### src/rtl/wb_pkg.sv
// Shared types and constants for the Wishbone initiator slice.
// Latency: n/a (types, constants and a width helper only).
// Backpressure: n/a.
package wb_pkg;

  typedef enum logic [1:0] {
    IDLE = 2'd0,
    BUS  = 2'd1,
    RESP = 2'd2
  } wb_state_e;

  localparam int WB_ADR_W = 32;
  localparam int WB_DAT_W = 32;

  // Byte-select width for a given data width.
  function automatic int wb_sel_w(input int dat_w);
    return dat_w / 8;
  endfunction

endpackage

### src/rtl/wb_timeout_counter.sv
// Counts Wishbone wait cycles and flags the last permitted one.
// Latency: expire is combinational from the current count and enable.
// Backpressure: none; it stops counting at expiry so it never wraps.
module wb_timeout_counter #(
  parameter int TIMEOUT = 16
) (
  input  logic clk,
  input  logic rst_n,
  input  logic clear,
  input  logic enable,
  output logic expire
);

  localparam int CNT_W = (TIMEOUT > 1) ? $clog2(TIMEOUT) : 1;

  logic [CNT_W-1:0] count;

  assign expire = enable && (count == CNT_W'(TIMEOUT - 1));

  // Count ack-less bus cycles; hold at the last value once expiry fires.
  always_ff @(posedge clk) begin
    if (!rst_n) begin
      count <= '0;
    end else if (clear) begin
      count <= '0;
    end else if (enable && !expire) begin
      count <= count + CNT_W'(1);
    end
  end

endmodule

### src/rtl/wb_initiator.sv
// Wishbone classic initiator: one bus cycle per command, result on a response port.
// Latency: cyc/stb from the edge after command accept until ack (or TIMEOUT cycles).
// Backpressure: cmd_ready_o only in IDLE; response held until rsp_ready_i.
module wb_initiator
  import wb_pkg::*;
#(
  parameter int ADR_W   = WB_ADR_W,
  parameter int DAT_W   = WB_DAT_W,
  parameter int TIMEOUT = 16
) (
  input  logic                        wb_clk_i,
  input  logic                        wb_rst_ni,
  input  logic                        cmd_valid_i,
  output logic                        cmd_ready_o,
  input  logic                        cmd_we_i,
  input  logic [ADR_W-1:0]            cmd_adr_i,
  input  logic [DAT_W-1:0]            cmd_dat_i,
  input  logic [wb_sel_w(DAT_W)-1:0]  cmd_sel_i,
  output logic                        rsp_valid_o,
  input  logic                        rsp_ready_i,
  output logic [DAT_W-1:0]            rsp_dat_o,
  output logic                        rsp_err_o,
  output logic                        wbm_cyc_o,
  output logic                        wbm_stb_o,
  output logic                        wbm_we_o,
  output logic [ADR_W-1:0]            wbm_adr_o,
  output logic [DAT_W-1:0]            wbm_dat_o,
  output logic [wb_sel_w(DAT_W)-1:0]  wbm_sel_o,
  input  logic                        wbm_ack_i,
  input  logic [DAT_W-1:0]            wbm_dat_i
);

  localparam int SEL_W = wb_sel_w(DAT_W);

  wb_state_e state_q, state_d;

  logic             cyc_d;
  logic             we_d;
  logic [ADR_W-1:0] adr_d;
  logic [DAT_W-1:0] dat_d;
  logic [SEL_W-1:0] sel_d;
  logic             rsp_valid_d;
  logic [DAT_W-1:0] rsp_dat_d;
  logic             rsp_err_d;
  logic             cnt_clear;
  logic             cnt_en;
  logic             expire;

  assign cmd_ready_o = (state_q == IDLE);

  wb_timeout_counter #(
    .TIMEOUT (TIMEOUT)
  ) u_timeout (
    .clk    (wb_clk_i),
    .rst_n  (wb_rst_ni),
    .clear  (cnt_clear),
    .enable (cnt_en),
    .expire (expire)
  );

  // Next-state and next-output decode; every register holds unless a rule moves it.
  always_comb begin
    state_d     = state_q;
    cyc_d       = wbm_cyc_o;
    we_d        = wbm_we_o;
    adr_d       = wbm_adr_o;
    dat_d       = wbm_dat_o;
    sel_d       = wbm_sel_o;
    rsp_valid_d = rsp_valid_o;
    rsp_dat_d   = rsp_dat_o;
    rsp_err_d   = rsp_err_o;
    cnt_clear   = 1'b0;
    cnt_en      = 1'b0;

    case (state_q)
      IDLE: begin
        if (cmd_valid_i) begin
          we_d      = cmd_we_i;
          adr_d     = cmd_adr_i;
          dat_d     = cmd_dat_i;
          sel_d     = cmd_sel_i;
          cyc_d     = 1'b1;
          cnt_clear = 1'b1;
          state_d   = BUS;
        end
      end

      BUS: begin
        // Ack takes priority over a simultaneous timeout expiry.
        if (wbm_ack_i) begin
          cyc_d       = 1'b0;
          rsp_dat_d   = wbm_we_o ? '0 : wbm_dat_i;
          rsp_err_d   = 1'b0;
          rsp_valid_d = 1'b1;
          state_d     = RESP;
        end else begin
          cnt_en = 1'b1;
          if (expire) begin
            cyc_d       = 1'b0;
            rsp_dat_d   = '0;
            rsp_err_d   = 1'b1;
            rsp_valid_d = 1'b1;
            state_d     = RESP;
          end
        end
      end

      RESP: begin
        if (rsp_ready_i) begin
          rsp_valid_d = 1'b0;
          state_d     = IDLE;
        end
      end

      default: begin
        state_d = IDLE;
      end
    endcase
  end

  // State and registered outputs; a reset mid-cycle drops cyc/stb and any pending response.
  always_ff @(posedge wb_clk_i) begin
    if (!wb_rst_ni) begin
      state_q     <= IDLE;
      wbm_cyc_o   <= 1'b0;
      wbm_stb_o   <= 1'b0;
      wbm_we_o    <= 1'b0;
      wbm_adr_o   <= '0;
      wbm_dat_o   <= '0;
      wbm_sel_o   <= '0;
      rsp_valid_o <= 1'b0;
      rsp_dat_o   <= '0;
      rsp_err_o   <= 1'b0;
    end else begin
      state_q     <= state_d;
      wbm_cyc_o   <= cyc_d;
      wbm_stb_o   <= cyc_d;
      wbm_we_o    <= we_d;
      wbm_adr_o   <= adr_d;
      wbm_dat_o   <= dat_d;
      wbm_sel_o   <= sel_d;
      rsp_valid_o <= rsp_valid_d;
      rsp_dat_o   <= rsp_dat_d;
      rsp_err_o   <= rsp_err_d;
    end
  end

endmodule
### config.mk
export PLATFORM = sky130hd
export DESIGN_NAME = wb_initiator
export DESIGN_NICKNAME = d
export VERILOG_FILES = /design/src/rtl/wb_pkg.sv /design/src/rtl/wb_timeout_counter.sv /design/src/rtl/wb_initiator.sv
export SDC_FILE = /design/constraint.sdc
export NUM_CORES = 1
export LEC_CHECK = 0
export ABC_AREA = 0
export BUFFER_PORTS_ARGS = -buffer_cell sky130_fd_sc_hd__buf_2
export CAP_MARGIN = 30
export CORE_MARGIN = 4
export CORE_UTILIZATION = 35
export DETAILED_ROUTE_END_ITERATION = 7
export SLEW_MARGIN = 40
export SYNTH_ARGS = -nofsm -noshare
export SYNTH_HDL_FRONTEND = slang
export SYNTH_HIERARCHICAL = 1
export SYNTH_SLANG_ARGS = --single-unit
export TNS_END_PERCENT = 1
### constraint.sdc
create_clock -name wb_clk_i -period 3.34 [get_ports wb_clk_i]
set_clock_uncertainty 0.15 [all_clocks]
set_input_delay 0.167 -clock wb_clk_i [delete_from_list [all_inputs] [get_ports wb_clk_i]]
set_output_delay 0.167 -clock wb_clk_i [all_outputs]
set_load 0.005 [all_outputs]
* Word-level counts from Yosys, hierarchy flattened
Cells that the tools add are included.
** Cells by class
- Add/sub/neg operators :: 1
- Equality and inequality tests :: 6
- Muxes and demuxes :: 21
- Bitwise operators :: 1
- Reductions and logical operators :: 13
** Operators by type and width (count)
- 32-bit 2-to-1 mux :: 3
- 1-bit 2-to-1 mux :: 11
- 3-bit AND reduction :: 3
- 2-bit 2-to-1 mux :: 4
- 2-bit one-hot mux with 3 select lines :: 1
- 2-bit nonzero test :: 3
- 4-bit by 1-bit adder with 4-bit output, second input constant :: 1
- 4-bit equality test, second input constant :: 1
- 2-bit != test, second input constant :: 2
- 1-bit one-hot mux with 2 select lines :: 2
- 2-bit AND reduction :: 2
- 3-bit by 2-bit != test with 1-bit output, second input constant :: 1
- 2-bit by 1-bit equality test with 1-bit output, second input constant :: 1
- 2-bit equality test, second input constant :: 1
- 1-bit logical AND :: 2
- 2-bit zero test :: 1
- 2-bit OR reduction :: 1
- 1-bit zero test :: 1
- 1-bit NOT :: 1
** Word-level totals
- Bits in registers :: 110
- Input bits :: 106
- Output and inout bits :: 106
- Logic and storage cells :: 52

* Depth between registers and ports, before layout
Gate-level depths: netlist of run 1.
- Depth in word-level cells :: 6
- Gate-level depth with buffers :: 11
- Mapped depth without buffers :: 6

* Cells and area by module
Netlist of run 1, hierarchy kept.
** By module, submodules not included
- wb_initiator :: times used 1, cells an instance 481, area each 4016.4 sq um, sequential area each 2122.0 sq um
- wb_timeout_counter :: times used 1, cells an instance 22, area each 201.4 sq um, sequential area each 80.1 sq um

* Worst setup path after synthesis of run 1
Ideal clock, no wire load.
- Kind :: reg-to-reg
- From :: register state_q[0]
- To :: register rsp_dat_o[0]
- Setup time :: 116 ps
- Arrival :: 2147 ps
- Required time :: 3074 ps
- Path slack :: 928 ps
- Cell stages (with the launch flop) :: 11
- Path buffers :: 4
- Clock period less this slack :: 2412 ps
- Cell sequence :: dfxtp_1 nor2b_1 buf_4 buf_2 nor2b_1 and4_2 or2_1 buf_6 clkbuf_1 a21oi_1 a31o_1
** On the way
- Cells in the longest elaborated chain, start to end :: 5
** RTL lines
- start: declaration :: RTL line wb_initiator.sv:35 : wb_state_e state_q, state_d;
- start signal: assignment :: RTL line wb_initiator.sv:135 : state_q <= state_d;
- 2-bit by 1-bit equality test with 1-bit output :: RTL line wb_initiator.sv:75 : case (state_q)
- 1-bit 2-to-1 mux :: RTL line wb_initiator.sv:75
- named net cnt_en :: RTL line wb_initiator.sv:46 : logic cnt_en;
- 1-bit logical AND :: RTL line wb_timeout_counter.sv:18 : assign expire = enable && (count == CNT_W'(TIMEOUT - 1));
- named net expire :: RTL line wb_initiator.sv:47 : logic expire;
- 2-bit nonzero test (no source line)
- 2-bit AND reduction (no source line)
- end signal: assignment :: RTL line wb_initiator.sv:143 : rsp_dat_o <= rsp_dat_d;
- end: declaration :: RTL line wb_initiator.sv:21 : output logic [DAT_W-1:0] rsp_dat_o,
The timed path passes the listed nets, and every way through them passes these cells.
A chain may end at the register's enable or synchronous reset.

* Worst setup path after layout of run 1
- From :: register state_q[0]
- To :: register rsp_dat_o[4]
Same word-level chain as after synthesis.

==> results.txt, run 1 <==
- The flow ran to the end, and the final reports show no timing, DRC or antenna violations.
- Yosys printed 6 warnings.
- For flop-to-flop paths, the worst setup slack is 1.04 ns.
- Width of the die: approximately 120 µm
- For this run, the post-layout net count is 896.
- Dividing the detail-routed wire length by the instance count gives 14.4 µm.
- Inserted Clock Buffers: 9
* End of the critical path: rsp_dat_o[4]$_SDFFE_PN0P_
- The cell family contributing the most delay on the critical path is simple AND/OR/NAND/NOR gates.
* Wire length of the first global-routing pass: 22500 µm
* R2R Path End: rsp_dat_o[4]$_SDFFE_PN0P_
* Reg-to-reg critical path startpoint: state_q[0]$_SDFFE_PN0P_
- The number of antenna diodes in the final layout is 0.
* Signal arrival time at the worst endpoint: 2.39 ns
- Synthesized instance count: ~500
- In this run switching power makes up 24.8% of total power.
- Min setup slack post-route: 1.04 ns
- Seq/Total Area, Yosys: between 50% and 60%
- Sink count of the clock tree: 110
- Setup repair after global routing left no endpoint under its margin.
- Type of destination of the critical path: flip-flop
- In this run, synthesis inferred 0 flip-flops with an integrated enable.
* Cell area after synthesis: between 0.004 and 0.005 mm²
- The H-tree generated during clock tree synthesis spans 3 levels.
- Of all nets on the critical path, the largest fanout is 33.
* Post_cts resized: 0
- The library cell used most frequently in the layout, excluding fill and tap cells, is sky130_fd_sc_hd__buf_2.
- Worst Tran Pin Value: between 0.7 and 0.8 ns
* Number of vias after detailed routing: 4609
- Power Dens Cells: ~430 mW/mm²
- Floorplan Core Area: 0.0116 mm²
- The most used flip-flop cell after synthesis is sky130_fd_sc_hd__dfxtp_1.
* Port-buffer cells: 211
- Count of fill cells added during filler insertion: between 1000 and 1500
- After floorplanning, the core was divided into 39 placement rows.
- For this block, the initial DRC count from the detailed router was 281.
- Clock latency on the worst-skew pair: 0.34 ns
- Leaving out fill and tap cells, the most frequent cells in the layout are sky130_fd_sc_hd__buf_2, sky130_fd_sc_hd__dfxtp_1, sky130_fd_sc_hd__nand2_1, sky130_fd_sc_hd__dlygate4sd3_1, sky130_fd_sc_hd__o21ai_1.
- The internal power of the cells totals approximately 2.2 mW.
- Half-perimeter wire length after detailed placement: 8260 µm
* Depth of the critical timing path with buffers and inverters included: 7
* Slowest library cell on the worst path: sky130_fd_sc_hd__dfxtp_1
- The number of nets handed over by synthesis was 610.
* Type of the worst setup path: flip-flop to flip-flop
- At the end of routability-driven placement, the weighted congestion stood at 0.766.
* Combinational group share of total power: 15.7%
- Final hold vios: 0
* Number of antenna violations at the first check in global routing: 0
* Fraction of layout instances using a drive strength above 1: a little under a third
- Required time worst endpoint: 3.43 ns
- Registers are responsible for 49.5% of the overall power.
- The netlist uses 33 different library cells.
- The largest single stage delay on the critical path is 0.45 ns.
* Post-layout minimum cycle time: 2.30 ns
- Async set-or-reset flop fraction in the synthesized netlist: 0%
- The worst setup path is launched from a flip-flop.
- Post-Synthesis Mean Instance Area: between 8 and 9 µm²
- Timing analysis after detailed placement gives a worst setup slack of 1.05 ns.
- Seq cells post-synth: 110
- Share of the clock period used by the worst path: 69.0%
- # setup viols final: 0
- Max Slew Vio Count: 0
- Max Freq: around 430 MHz
- Maximum number of pins on one net before global-route repair: 104
- Global-route usage over all layers: 19.3%
* Share of power burned in the clock network: about a third
- Die outline height: 118 µm
- Remaining max-slew budget at the tightest pin: 48.4%
- After detailed routing, the number of remaining DRC violations is 0.
- The worst register-to-register path has a depth of 7.
* Summed area of non-filler cells in the final layout: 0.00663 mm²
- For the final routed database, the setup TNS stands at 0 ns.
- The via count of the first global-routing pass came to 4554.
- Tracing the worst setup path back leads to its startpoint at state_q[0]$_SDFFE_PN0P_.
* Count of TritonRoute iterations in the first routing pass: 5
* Worst VDD drop: between 200 and 300 µV
* Reported net switching power: 711 µW
- TritonCTS built the clock tree.
* Critical path buffer and inverter count: 1
- For this design the top-level I/O count stands at 212.
- Using the TritonRoute via totals, the vias-per-cell ratio works out to slightly below 5.
- Compared with the post-synthesis result, the final layout area differs by 57.1%.
- The die covers about 0.014 mm².
- The root buffer cell chosen for the clock tree is sky130_fd_sc_hd__clkbuf_16.
* Overflow after GRT: 0
- Summed over all layers, the routed wires come to 13500 µm.
- Cell-by-cell trace of the critical path: nor2b_2 -> nor2b_1 -> and4_2 -> or2_1 -> buf_4 -> a21oi_1 -> a31o_1
- The min-delay analysis places its worst path in the category input pin to flip-flop.
- Count of nets left with antenna violations after detail routing: 0
- Buffers from clock root to sink, at most: 2
- Utilization of the core after routing: 57.0%
- For this configuration, the core starts out at a cell density of 36.3%.
* Leak pwr: 2.99 nW
- Max-cap violations in this run came to 0.
- Post-place instance area: 0.00532 mm²
- Clock-pin slew on the worst setup and hold paths: 0.07 ns
==> stage by stage <==
stage | hold WS [ns] | power [mW] | std cells
CTS | 0.254 | 2.90 | 936
global placement | 0.236 | 1.79 | 816
finish | 0.270 | 2.87 | 936
detailed placement | 0.241 | 1.80 | 817
global route | 0.296 | 3.00 | 936
floorplan | 0.110 | 1.63 | 503
==> how the worst min path moves through the flow <==
stage             startpoint                         end  depth (start not counted)
3_5_place_dp   wbm_dat_i[22]  rsp_dat_o[22]$_SDFFE_PN0P_                          2
4_1_cts            wb_rst_ni   wbm_adr_o[9]$_SDFFE_PN0P_                          3
2_1_floorplan      wbm_ack_i      rsp_err_o$_SDFFE_PN0P_                          1
3_3_place_gp    cmd_dat_i[0]   wbm_dat_o[0]$_SDFFE_PN0P_                          3
5_1_grt            wb_rst_ni   wbm_adr_o[5]$_SDFFE_PN0P_                          3
6_report           wb_rst_ni  wbm_adr_o[26]$_SDFFE_PN0P_                          3
==> repair_timing <==
item / 4_1_cts / 5_1_grt
buffers inserted: 0 / 0
hold buffers: 104 / 0
endpoints found under the setup margin: 0 / 0
endpoints found under the hold margin: 104 / 0
==> synth_stat cells (2+ instances only) <==
cell	number	share of area [%]
sky130_fd_sc_hd__nand3b_1	2	0.36
sky130_fd_sc_hd__a31o_1	32	6.6
sky130_fd_sc_hd__clkbuf_1	25	2.2
sky130_fd_sc_hd__nand3_1	69	8.2
sky130_fd_sc_hd__o21ai_0	2	0.24
sky130_fd_sc_hd__nand2_1	104	9.3
sky130_fd_sc_hd__o21ai_1	70	8.3
sky130_fd_sc_hd__nor2b_1	2	0.30
sky130_fd_sc_hd__buf_4	2	0.36
sky130_fd_sc_hd__a21oi_1	36	4.3
sky130_fd_sc_hd__a211oi_1	2	0.36
sky130_fd_sc_hd__nor3_1	3	0.36
sky130_fd_sc_hd__buf_2	15	1.8
sky130_fd_sc_hd__inv_1	2	0.18
sky130_fd_sc_hd__dfxtp_1	110	52
sky130_fd_sc_hd__nor2_1	4	0.36
sky130_fd_sc_hd__buf_6	5	1.3
sky130_fd_sc_hd__buf_1	3	0.27
==> registers in the layout (all words and copies together), names as in the netlist <==
| register | flops |
|---|---|
| u_timeout/count | 4 |
| wbm_adr_o | 32 |
| wbm_dat_o | 32 |
| wbm_sel_o | 4 |
| rsp_dat_o | 32 |
| state_q | 2 |
| wbm_we_o | 1 |
| rsp_valid_o | 1 |
| wbm_stb_o | 1 |
| rsp_err_o | 1 |
==> per-layer routing <==
metal	GRT usage (%)	share of wire [%]	up-vias	wire, µm
li1	-	-	2307	-
met1	23.0	42	2086	5660
met2	31.2	46	187	6230
met3	6.73	8.5	29	1140
met4	9.16	3.1	0	421
met5	0	0	-	0
==> area by class of cell <==
type                       count  area [µm²]  share of cell area, %
inverter                       3        11.3                  0.170
clock inverter                 1        5.00                 0.0755
multi-input combinational    340        1760                   26.6
timing repair buffer         325        2200                   33.2
tap                          143         179                   2.70
clock buffer                  14         264                   3.98
sequential                   110        2200                   33.2
==> power by group through the flow <==
stage | Clock (mW) | Sequential [mW] | Combinational [mW]
5_1_grt | 1.08 | 1.43 | 0.497
3_5_place_dp | 0 | 1.45 | 0.351
6_report | 0.997 | 1.42 | 0.449
3_3_place_gp | 0 | 1.44 | 0.344
2_1_floorplan | 0 | 1.45 | 0.175
4_1_cts | 1.04 | 1.42 | 0.446
==> logic make-up after synthesis <==
| family | Yosys count | share of synthesized area [%] |
|---|---|---|
| fa+ha+maj | 1 | 0.297 |
| compound gates | 144 | 20.2 |
| simple gates | 194 | 20.9 |
| flops | 110 | 52.2 |
| mux | 1 | 0.237 |
| buf+inv | 53 | 6.23 |
==> worst register-to-register path: cells and delay by family, from the launching register on <==
family,cells,cell delay (ns)
buffers and inverters,1,0.34
and+or+nand+nor,4,0.93
AOI/OAI and AO/OA,2,0.34
DFF,1,0.45
Note: power is estimated with default switching activity, not from simulation.
==> run 2: changes to the inputs <==
PLACE_DENSITY = 0.66   (was default)
clock period = 2.1 ns   (was 3.34 ns; I/O delays follow)
==> run 2 against run 1 <==
Net effect: combinational power is 66% higher; register-to-register slack got worse by 0.92 ns; final area is 2.5% higher; routed wire length down 0.95%; global-route usage shrank 0.42 points; critical path type unchanged.
==> results.txt, run 2 (synthesis gave the netlist of run 1 again) <==
- Count of fill cells added during filler insertion: 948
- Leaving out fill and tap cells, the most frequent cell in the layout is sky130_fd_sc_hd__buf_2.
* Via count normalized by instance count: 4.89
- Depth of the most critical reg-to-reg path: 7
- Once detail routing completed, the nets flagged for antenna violations numbered 0.
* Wire length of the first global-routing pass: 22000 µm
* Final hold vios: 0
- Inserted Clock Buffers: 9
* Launch point of the worst path: state_q[0]$_SDFFE_PN0P_
- Via count of the first global-routing pass: 4579
- Internal power comes to 3.55 mW.
- Worst Tran Pin Value: 0.383 ns
* Nature of the critical path startpoint: flip-flop
- Hold Startpoint: wbm_adr_o[22]$_SDFFE_PN0P_
- The setup path with the least slack is of type flip-flop to flip-flop.
- CTS built an H-tree with a depth of 3.
- Number of violations of the max-capacitance limit: 0
- Dividing total power by cell area gives a power density of 692 mW/mm².
- Dividing the detail-routed wire length by the instance count gives 14.1 µm.
* Fraction of layout instances using a drive strength above 1: 31.2%
- Floorplan Core Area: 0.0116 mm²
- Cell-by-cell trace of the critical path: nor2b_2 -> nor2b_4 -> and4_4 -> nor2_1 -> mux2i_1 -> nor3_1 -> dlygate4sd3_1
- Power share of the sequential group: 48.0%
- R2R Path End: state_q[0]$_SDFFE_PN0P_
* Antenna diodes: 0
- Number of vias after detailed routing: 4619
- Starting density of the core: 36.3%
- Sink count of the clock tree: 110
- The initialized floorplan defines 39 standard-cell rows.
- Die outline height: 118 µm
- After clock tree synthesis, the clock-pin slew on the worst setup and hold paths is 0.07 ns.
* Largest fanout on the critical path: 6
- Clk root buf: sky130_fd_sc_hd__clkbuf_16
- Count of TritonRoute iterations in the first routing pass: 4
- At the worst endpoint, the arrival time is 2.06 ns.
- The smallest clock period supported by the final layout is computed as 1.98 ns.
- The die covers between 0.01 and 0.015 mm².
- The path with the worst hold slack has its endpoint at wbm_adr_o[22]$_SDFFE_PN0P_.
- In this design, the largest share of critical-path delay is due to simple AND/OR/NAND/NOR gates.
- Counting both buffers and inverters, the worst setup path holds a total of 1.
- Max Slew Vio Count: 0
- Once placement finished, the instance area stood at 0.00536 mm².
* Share of power burned in the clock network: 36.2%
* Max Freq: 504 MHz
- Maximum number of pins on one net before global-route repair: 100
- Result of the run: complete, no violations
- Utilization of the core after routing: between 50 and 60%
- Setup repair after global routing missed its margin: no
- Post_cts resized: 0
* # setup viols final: 0
- TritonCTS clock tree: done
- Number of antenna violations at the first check in global routing: 0
- On the critical path, the stage with the largest delay is an instance of sky130_fd_sc_hd__dlygate4sd3_1.
- Final wirelength: 13300 µm
- Net switching is 24.4% of the power.
* Worst-case register-to-register setup slack: 0.12 ns
- The worst setup path is captured at a flip-flop.
- The congestion estimate from routability-driven global placement came to roughly 0.75.
- In the finished design, the share of the clock period the worst path needs comes to 94.5%.
* Summed area of non-filler cells in the final layout: 0.00679 mm²
- Leak pwr: 3.07 nW
- Synthesis-to-finish area growth: 60.9%
- No sink is reached through more buffers than the 2 on the longest clock path.
- For this run, design rule violations remaining after detail routing come to 0.
* Top Registers: rsp_dat_o: 32 flops, wbm_adr_o: 32 flops, wbm_dat_o: 32 flops
- Summed over all layers, the global routing overflow is 0.
- Boundary pin count: 212
- Half-perimeter wire length after detailed placement: 8220 µm
- STA puts the critical path data required time at 2.17 ns.
- Counting instances, the worst hold path has a depth of 2.
* Reg-to-reg critical path startpoint: state_q[0]$_SDFFE_PN0P_
* Port-buffer cells: around 210
* Reported net switching power: 1.15 mW
- Highest cell delay on the worst timing path: 0.56 ns
- The clock reaches the later pin of the worst-skew pair after ~0.34 ns.
- The first routing iteration left 320 violations.
- Of the total power, combinational logic draws 15.8%.
- Width of the die: 118 µm
* Remaining max-slew budget at the tightest pin: between 70% and 80%
- Across the VDD grid, the largest voltage drop is approximately 420 µV.
* Highest-count cells in the layout ignoring fill and taps: sky130_fd_sc_hd__buf_2, sky130_fd_sc_hd__dlygate4sd3_1, sky130_fd_sc_hd__dfxtp_1
- Global-route usage over all layers: 18.9%
- The worst hold path belongs to the class flip-flop to flip-flop.
- In the final design database the tool counted 904 nets.
-- run 2: how the worst max path moves through the flow --
| stage | end | slack, ns | cells past startpoint |
|---|---|---|---|
| 2_1_floorplan | rsp_dat_o[10]$_SDFFE_PN0P_ | -0.05 | 11 |
| 3_3_place_gp | rsp_dat_o[8]$_SDFFE_PN0P_ | 0.29 | 6 |
| 3_5_place_dp | rsp_dat_o[17]$_SDFFE_PN0P_ | 0.24 | 6 |
| 4_1_cts | wbm_sel_o[3]$_SDFFE_PN0P_ | 0.11 | 6 |
| 5_1_grt | rsp_err_o$_SDFFE_PN0P_ | 0.03 | 6 |
| 6_report | state_q[0]$_SDFFE_PN0P_ | 0.12 | 7 |
-- run 2: timing repair --
action / in CTS / in global routing
endpoints found under the setup margin: 0 / 1
hold buffers: 109 / 0
endpoints found under the hold margin: 106 / 0
buffers inserted: 0 / 1
-- run 2: worst min-delay path, stage by stage (launching register included) --
cell	delay (ns)
sky130_fd_sc_hd__dfxtp_1	0.31
sky130_fd_sc_hd__nand2_1	0.05
sky130_fd_sc_hd__o21ai_1	0.05
-- run 2: metal layers --
layer	part of all wire [%]	track usage [%]	vias to the layer above
met2	49	32.1	178
met5	0	0	-
met3	7.6	5.91	29
li1	-	-	2328
met4	3.1	8.13	0
met1	41	21.9	2084
-- run 2: cell type report --
| class | instances | area (µm²) | share of cell area [%] |
|---|---|---|---|
| clock buffers | 14 | 294 | 4.33 |
| clock inverters | 2 | 12.5 | 0.184 |
| inverters | 3 | 11.3 | 0.166 |
| multi-input cells | 340 | 1770 | 26.1 |
| flip-flops and latches | 110 | 2200 | 32.5 |
| well taps | 143 | 179 | 2.64 |
| repair buffers | 333 | 2310 | 34.1 |
-- run 2: metrics by stage --
| step | hold WS (ns) | worst slack, ns | cells | total power [mW] | TNS, ns |
|---|---|---|---|---|---|
| 3_5_place_dp | 0.181 | 0.236 | 818 | 2.87 | 0 |
| 5_1_grt | 0.318 | 0.0289 | 945 | 4.93 | 0 |
| 3_3_place_gp | 0.175 | 0.288 | 818 | 2.85 | 0 |
| 2_1_floorplan | 0.0482 | -0.0504 | 503 | 2.59 | -1.45 |
| 4_1_cts | 0.298 | 0.113 | 943 | 4.74 | 0 |
| 6_report | 0.293 | 0.115 | 945 | 4.70 | 0 |
-- run 2: power groups by stage --
stage	clock network (mW)	logic (mW)	registers, mW
floorplan	0	0.282	2.31
global placement	0	0.553	2.29
detailed placement	0	0.567	2.30
CTS	1.76	0.725	2.25
global route	1.85	0.820	2.27
finish	1.70	0.744	2.25
